--- src/rtl/pwm_wave_sequencer.sv ---
// pwm_wave_sequencer
// Drives an external up-counting PWM counter: a prescaler gates the counter
// enable, the block owns the period and compare values, and it steps the
// compare through a duty-cycle table. Compare changes only happen when the
// counter wraps, so every PWM period is built from a single compare value.
module pwm_wave_sequencer #(
  parameter int W     = 8,
  parameter int DEPTH = 16,
  parameter int PW    = 16,
  localparam int AW   = $clog2(DEPTH)
) (
  input  logic          clk50m,
  input  logic          rst,
  input  logic          cfg_we,
  input  logic [AW-1:0] cfg_addr,
  input  logic [W-1:0]  cfg_data,
  input  logic [W-1:0]  per_in,
  input  logic [PW-1:0] presc,
  input  logic [AW:0]   len,
  input  logic [7:0]    reps,
  input  logic          loop,
  input  logic          start,
  input  logic          stop,
  input  logic [W-1:0]  cnt,
  output logic          en,
  output logic [W-1:0]  per,
  output logic [W-1:0]  cmp,
  output logic [AW-1:0] idx,
  output logic          busy,
  output logic          done
);

  typedef enum logic [1:0] {
    IDLE = 2'd0,
    RUN  = 2'd1,
    FIN  = 2'd2
  } state_t;

  state_t state;
  state_t state_nxt;

  // Duty-cycle table
  logic [W-1:0] tbl [DEPTH];
  logic         addr_ok;

  // Configuration captured at start; frozen for the whole playback
  logic [PW-1:0] presc_l;
  logic [AW:0]   len_l;
  logic [7:0]    reps_l;
  logic          loop_l;

  // Playback bookkeeping
  logic [PW-1:0] pcnt;
  logic [7:0]    rcnt;
  logic          stop_pend;

  // Decoded conditions
  logic          start_ok;
  logic          bnd;
  logic          last;
  logic          stop_any;
  logic [AW-1:0] nxt_idx;

  // Actions selected by the control process for the coming edge
  logic do_start;
  logic do_rep;
  logic do_adv;
  logic do_wrap;
  logic do_fin;

  // A power-of-two table covers the whole address space, so only other
  // depths need the range check on writes.
  generate
    if (DEPTH == (1 << AW)) begin : g_addr_full
      assign addr_ok = 1'b1;
    end else begin : g_addr_part
      assign addr_ok = ({1'b0, cfg_addr} < (AW + 1)'(DEPTH));
    end
  endgenerate

  // A start is only accepted with a non-empty, in-range length and a
  // non-zero period; anything else would leave the counter without a wrap.
  assign start_ok = start && (len != '0) && (len <= (AW + 1)'(DEPTH)) && (per_in != '0);

  // The enable is decoded straight from registers so it never glitches.
  assign en = (state == RUN) && (pcnt == presc_l);

  // The counter wraps on the enabled cycle where it sits at per-1.
  assign bnd = en && (cnt >= (per - W'(1)));

  assign last     = ({1'b0, idx} == (len_l - (AW + 1)'(1)));
  assign stop_any = stop_pend | stop;
  assign nxt_idx  = idx + AW'(1);

  // State register
  always_ff @(posedge clk50m or posedge rst) begin
    if (rst) begin
      state <= IDLE;
    end else begin
      state <= state_nxt;
    end
  end

  // Next-state and action decode; the period boundary is the only place
  // the sample, repetition or termination can change.
  always_comb begin
    state_nxt = state;
    do_start  = 1'b0;
    do_rep    = 1'b0;
    do_adv    = 1'b0;
    do_wrap   = 1'b0;
    do_fin    = 1'b0;
    case (state)
      IDLE: begin
        if (start_ok) begin
          do_start  = 1'b1;
          state_nxt = RUN;
        end
      end
      RUN: begin
        if (bnd) begin
          if (stop_any) begin
            do_fin = 1'b1;
          end else if (rcnt < reps_l) begin
            do_rep = 1'b1;
          end else if (!last) begin
            do_adv = 1'b1;
          end else if (loop_l) begin
            do_wrap = 1'b1;
          end else begin
            do_fin = 1'b1;
          end
        end
        if (do_fin) begin
          state_nxt = FIN;
        end
      end
      FIN: begin
        state_nxt = IDLE;
      end
      default: begin
        state_nxt = IDLE;
      end
    endcase
  end

  // Table storage; writes are allowed at any time, and a load on the same
  // edge sees the value from before the write.
  always_ff @(posedge clk50m or posedge rst) begin
    if (rst) begin
      for (int i = 0; i < DEPTH; i++) begin
        tbl[i] <= '0;
      end
    end else if (cfg_we && addr_ok) begin
      tbl[cfg_addr] <= cfg_data;
    end
  end

  // Latch playback configuration on an accepted start only
  always_ff @(posedge clk50m or posedge rst) begin
    if (rst) begin
      presc_l <= '0;
      len_l   <= '0;
      reps_l  <= '0;
      loop_l  <= 1'b0;
      per     <= '0;
    end else if (do_start) begin
      presc_l <= presc;
      len_l   <= len;
      reps_l  <= reps;
      loop_l  <= loop;
      per     <= per_in;
    end
  end

  // Prescaler: counts 0..presc while running, restarting on each start
  always_ff @(posedge clk50m or posedge rst) begin
    if (rst) begin
      pcnt <= '0;
    end else if (do_start || do_fin) begin
      pcnt <= '0;
    end else if (state == RUN) begin
      if (pcnt == presc_l) begin
        pcnt <= '0;
      end else begin
        pcnt <= pcnt + PW'(1);
      end
    end
  end

  // Repetition counter: counts extra periods of the current sample
  always_ff @(posedge clk50m or posedge rst) begin
    if (rst) begin
      rcnt <= '0;
    end else if (do_start || do_adv || do_wrap || do_fin) begin
      rcnt <= '0;
    end else if (do_rep) begin
      rcnt <= rcnt + 8'd1;
    end
  end

  // A stop request is remembered until the next boundary ends playback
  always_ff @(posedge clk50m or posedge rst) begin
    if (rst) begin
      stop_pend <= 1'b0;
    end else if (do_start || do_fin) begin
      stop_pend <= 1'b0;
    end else if ((state == RUN) && stop) begin
      stop_pend <= 1'b1;
    end
  end

  // Index and compare: loaded at start, stepped or wrapped on a boundary,
  // and cleared when playback finishes so the output idles low.
  always_ff @(posedge clk50m or posedge rst) begin
    if (rst) begin
      idx <= '0;
      cmp <= '0;
    end else if (do_start) begin
      idx <= '0;
      cmp <= tbl[0];
    end else if (do_adv) begin
      idx <= nxt_idx;
      cmp <= tbl[nxt_idx];
    end else if (do_wrap) begin
      idx <= '0;
      cmp <= tbl[0];
    end else if (do_fin) begin
      cmp <= '0;
    end
  end

  // Status flags: busy spans the running state, done marks the finish cycle
  always_ff @(posedge clk50m or posedge rst) begin
    if (rst) begin
      busy <= 1'b0;
      done <= 1'b0;
    end else begin
      done <= do_fin;
      if (do_start) begin
        busy <= 1'b1;
      end else if (do_fin) begin
        busy <= 1'b0;
      end
    end
  end

endmodule

--- config.mk ---
export PLATFORM = sky130hd
export DESIGN_NAME = pwm_wave_sequencer
export DESIGN_NICKNAME = d
export VERILOG_FILES = /design/src/rtl/pwm_wave_sequencer.sv
export SDC_FILE = /design/constraint.sdc
export NUM_CORES = 1
export LEC_CHECK = 0
export CORE_MARGIN = 10
export CORE_UTILIZATION = 58
export DETAILED_ROUTE_END_ITERATION = 12
export PLACE_DENSITY = 0.88
export SLEW_MARGIN = 15
export SYNTH_ARGS = -nofsm -noshare
export SYNTH_HDL_FRONTEND = slang
export SYNTH_SLANG_ARGS = --single-unit
--- constraint.sdc ---
create_clock -name clk50m -period 11 [get_ports clk50m]
set_clock_uncertainty 0.15 [all_clocks]
set_input_delay 2.75 -clock clk50m [delete_from_list [all_inputs] [get_ports clk50m]]
set_output_delay 2.75 -clock clk50m [all_outputs]
set_load 0.02 [all_outputs]
Word level (Yosys, flattened, before mapping)

Index checks and enable logic that the tools add are counted.

Latch bits: 0
Bits in registers: 207
Bits in writable memories: 0
Memories: 0
Bits of input ports: 63
Memory bits (read-only): 0

$mul: 0
Reduce and logical (&&, ||, !) cells: 21
Add/sub/neg operators: 5
Magnitude comparators: 6
Bitwise gates (word level): 3
Equal/unequal tests: 5
Divide/modulo/power cells: 0
Shift-type cells: 0
Mux-type cells: 49

Operator list:

| kind                  | number |
|---|---|
| $bwmux 128            | 1 |
| $mux 8                | 9 |
| $mux 16               | 3 |
| $bmux 8 s4            | 1 |
| $demux 8 s4           | 1 |
| $mux 1                | 28 |
| $add 16x1->16 const B | 1 |
| $eq 16x16->1          | 1 |
| $mux 4                | 3 |
| $ge 5x5->1 const B    | 2 |
| $not 4->5             | 2 |
| $add 8x1->8 const B   | 1 |
| $ge 8x8->1            | 1 |
| $lt 8x8->1            | 1 |
| $reduce_bool 2->1     | 4 |
| $reduce_bool 8->1     | 1 |
| $sub 8x1->8 const B   | 1 |
| $logic_and 1x1->1     | 7 |
| $eq 4x5->1            | 1 |
| $le 5x5->1 const B    | 1 |
| $lt 5x1->1 const B    | 1 |
| $reduce_bool 5->1     | 1 |
| $sub 5x1->5 const B   | 1 |
| $add 4x1->4 const B   | 1 |
| other kinds (10)      | 15 |

Depth between registers and ports, before layout

Depth in word-level cells: 12
Gate-level depth with buffers: 15
Depth with buffers taken out: 13

Worst setup path after synthesis

Ideal clock, no wire load.

Path type: in2reg
From: input port cnt[0]
To: register cmp[0]
Cell stages on the path: 11
Data arrival time: 4672 ps
Setup time: 135 ps
Data required time: 10715 ps
Slack: 6043 ps
Path buffers: 2
Path through: inv_1 -> ha_1 -> nand2b_1 -> a211oi_1 -> o221a_2 -> or3_1 -> nor3_1 -> or3_1 -> buf_6 -> buf_8 -> o221ai_2

Cells in the longest elaborated chain, start to end: 7
Elaborated cells between the ends (all ways): 13
Those cells by class: 1 x order compare; 10 x mux; 2 x reduce/logical

RTL lines:

| what                  | line | RTL |
|---|---|---|
| from (decl)           | 24   | `input logic [W-1:0] cnt,` |
| $ge 8x8->1 (*)        | 89   | `assign bnd = en && (cnt >= (per - W'(1)));` |
| $logic_and 1x1->1 (*) | 89   |  |
| $mux 1                | 121  | `if (bnd) begin` |
| $mux 1                | 113  | `case (state)` |
| $mux 8                | 225  | `end else if (do_wrap) begin` |
| $mux 8                | 222  | `end else if (do_adv) begin` |
| $mux 8                | 219  | `end else if (do_start) begin` |
| to (signal assigned)  | 221  | `cmp <= tbl[0];` |
| to (signal assigned)  | 224  | `cmp <= tbl[nxt_idx];` |
| to (signal assigned)  | 227  | `cmp <= tbl[0];` |
| to (decl)             | 27   | `output logic [W-1:0] cmp,` |

Every way passes the cells marked *; elsewhere a longest branch is shown, timed or not. The select of a mux whose other input is x is not followed.
A chain may end at the register's enable or synchronous reset.

Worst setup path in the final report

From: register pcnt[3]
To: output port en

Cells in the longest elaborated chain, start to end: 2

RTL lines:

| what                   | line | RTL |
|---|---|---|
| from (decl)            | 53   | `logic [PW-1:0] pcnt;` |
| from (signal assigned) | 186  | `pcnt <= pcnt + PW'(1);` |
| $eq 16x16->1           | 86   | `assign en = (state == RUN) && (pcnt == presc_l);` |
| $logic_and 1x1->1      | 86   |  |
| to (decl)              | 25   | `output logic en,` |

No other way between the ends.

==> qor.yml <==
cts:
  cts_max_level: 1
  cts_hold_buf: 0
  cts_made_buffers: 22
  clkTransAtPathRegs_ns: 0.06
  clockBufferDepth: 3
  root_buffer: "clkbuf_16"
  cts_post_setup_buffers_inserted: 0
  cts_tree: "done"
  insertion_delay_ns: 0.52
  cts.repair.resized: 0
  clock_sinks: 207
min_path:
  min_path_type: "reg -> reg"
  min_to: "presc_l[13]$_DFFE_PP0P_"
  worstHoldPathCells: 2
  hold_start: "presc_l[13]$_DFFE_PP0P_"
global_route:
  grt_util_all_layers: 0.206
  first_global_vias: 7150
  grt_max_degree: 123
  antenna_found_initial: 0
  grt_pass1_wl_um: 37800
  grt_overflow_total: 0
placement:
  gp_congestion: 0.818
  place_area_um2: 11100
  detailed_place_hpwl_um: 15700
  port_buffers: 85
logic_synthesis:
  synth_warnings: 0
  yosysSeqAreaShare: 0.516
  synth_area_um2: 10000
  synthArstFlopShare: 1.00
  ys.flop_type: "dfrtp_1"
  synth_cell_types: 53
  synthCells: 818
  synth-edff-count: 0
  syn-num-nets: 901
  avgSynthCellArea_um2: 12.3
  synth_top_area_cell: "dfrtp_1"
  yosysMostFrequentCell: "dfrtp_1"
  synth_area_leaders: "dfrtp_1, mux2_2, mux4_2, nand2_1, xor2_1"
  ys_ff_latch: 207
  synthTopCellsByCount: "dfrtp_1, mux2_2, nand2_1"
  yosysTopAreaCellShare: 0.516
setup_path:
  cp.required_ns: 8.10
  reg2reg_to: "cmp[7]$_DFFE_PP0P_"
  r2r_slack_ns: 7.27
  cpPeakStageDelay_ns: 0.60
  cp_max_fo: 9
  crit_slowest_cell: "clkdlybuf4s50_1"
  r2r_cells: 11
  crit_chain: "xor2_1, nor4_1, nand4_2, nand2b_4, inv_1, clkdlybuf4s50_1"
  worstSetupStartpointType: "register"
  crit_family: "simple AND/OR/NAND/NOR gates"
  r2r-start: "per[0]$_DFFE_PP0P_"
  crit_buf_inv: 2
  critical_path_class: "reg -> out"
  end_kind: "primary output"
  cp.arrival_ns: 2.79
floorplan:
  core_um2: 17100
  die_y_um: 152
  rows: 48
  die_area_um2: 23000
  initial_core_util: 0.586
  ios: 86
  dieWidth_um: 152
route:
  antenna_left: 0
  via_per_inst: 5.92
  routed_wl_um: 23400
  dr.pass1.iters: 5
  routedWlPerCell_um: 20.7
  vias: 6694
  drt_iter0_markers: 400
  route.detailed.drc: 0
sta:
  finalMaxSlewViolations: 0
  setup_violations: 0
  slew_headroom: 0.311
  rsz0062_at_grt: "false"
  worstMarginPinSlew_ns: 1.03
  hold_viol_final: 0
  fin_hold_ws_ns: 0.351
  min_period_ns: 5.69
  setup_tns_ns: 0
  finalCritPeriodShare: 0.517
  fmax_mhz: 176
finish:
  drive_above_1_share: 0.241
  n_antenna_cell: 0
  area_growth_pct: 17.2
  final_area_um2: 11800
  final_util: 0.687
  nets: 979
  regArea_um2: 5180
  fillers: 1182
  multi_input_area_um2: 4610
power_and_ir_drop:
  max-vdd-ir-drop_mv: 0.177
  power_density_nw_per_um2: 208
  leakage_nw: 5.08
job:
  cap_violations: 0
run_status:
  status: "finished clean"
## registers in the layout (all words and copies together) (netlist names)
signal / flops
reps_l: 8
rcnt: 8
stop_pend: 1
loop_l: 1
len_l: 5
pcnt: 16
cmp: 8
state: 2
idx: 4
done: 1
busy: 1
tbl: 128
per: 8
presc_l: 16
## final cells by class
type	count	share of cell area
multi-input cells	550	0.392
inverters	25	0.00862
flip-flops and latches	207	0.440
clock buffers	31	0.0539
well taps	225	0.0239
clock inverters	3	0.00553
repair buffers	90	0.0755
## cell usage in the layout (no fill, tap or decap), types with 6 or more instances in the layout
cell             instances
mux2_2                 136
o221ai_1                 6
xnor2_1                 12
clkdlybuf4s50_1         85
nand3_1                 11
nand4_1                  6
nor3_1                   7
mux2i_1                 10
clkbuf_16               22
nand2b_1                10
inv_1                   24
nor2_1                  46
nor4_1                   6
and3_1                   8
ha_1                    20
dfrtp_1                206
xor2_1                  30
mux4_2                  32
nand2_1                115
o21ai_0                 27
a21oi_1                 20
## cells by family (layout without fill, tap and decap cells)
group | after synthesis | in the layout | synth area share
xor gates and xnor gates | 43 | 43 | 0.0375
muxes | 178 | 178 | 0.234
AOI/OAI and AO/OA | 75 | 75 | 0.0502
adders and majority gates | 20 | 20 | 0.0249
and+or+nand+nor | 234 | 234 | 0.112
buffers and inverters | 61 | 149 | 0.0253
DFF | 207 | 207 | 0.516
## per-stage QoR
stage               instances  setup slack (ns)  power (mW)
floorplan                 818              2.45        1.52
global placement         1097              5.20        1.69
detailed placement       1097              5.08        1.74
CTS                      1131              5.28        2.47
global route             1131              5.12        2.58
finish                   1131              5.31        2.45
## worst max path at each step
stage	start	endpoint	slack, ns	cells past startpoint
after floorplan	rst	busy$_DFFE_PP0N_	2.45	1
final	pcnt[3]$_DFFE_PP0P_	en	5.31	6
after global routing	pcnt[3]$_DFFE_PP0P_	en	5.12	6
after detailed placement	cnt[0]	cmp[4]$_DFFE_PP0P_	5.08	10
after CTS	pcnt[3]$_DFFE_PP0P_	en	5.28	6
after global placement	per_in[5]	cmp[7]$_DFFE_PP0P_	5.20	6
## power breakdown
| part | internal, mW | leakage, nW | total [mW] | switching [mW] |
|---|---|---|---|---|
| Sequential | 0.964 | 2.56 | 1.11 | 0.145 |
| Combinational | 0.325 | 2.18 | 0.624 | 0.299 |
| Clock | 0.423 | 0.341 | 0.720 | 0.296 |
| Total | 1.71 | 5.08 | 2.45 | 0.740 |
## worst reg2reg max path, cell delays in order, from the launching register on
cell and delay [ns]:
dfrtp_1 0.40, inv_1 0.14, ha_1 0.21, nand2_1 0.11, xor2_1 0.16, ha_1 0.30, o2111ai_1 0.11, o221a_2 0.37
or3_1 0.41, nor3_1 0.40, or3_1 0.61, o221ai_1 0.22
## metal layers
metal	vias up	GRT usage	wire (µm)
met5	-	0	0
li1	3062	-	-
met3	46	0.0339	1170
met4	0	0.0562	551
met1	3403	0.254	9610
met2	183	0.368	12100
Note: power is estimated with default switching activity, not from simulation.
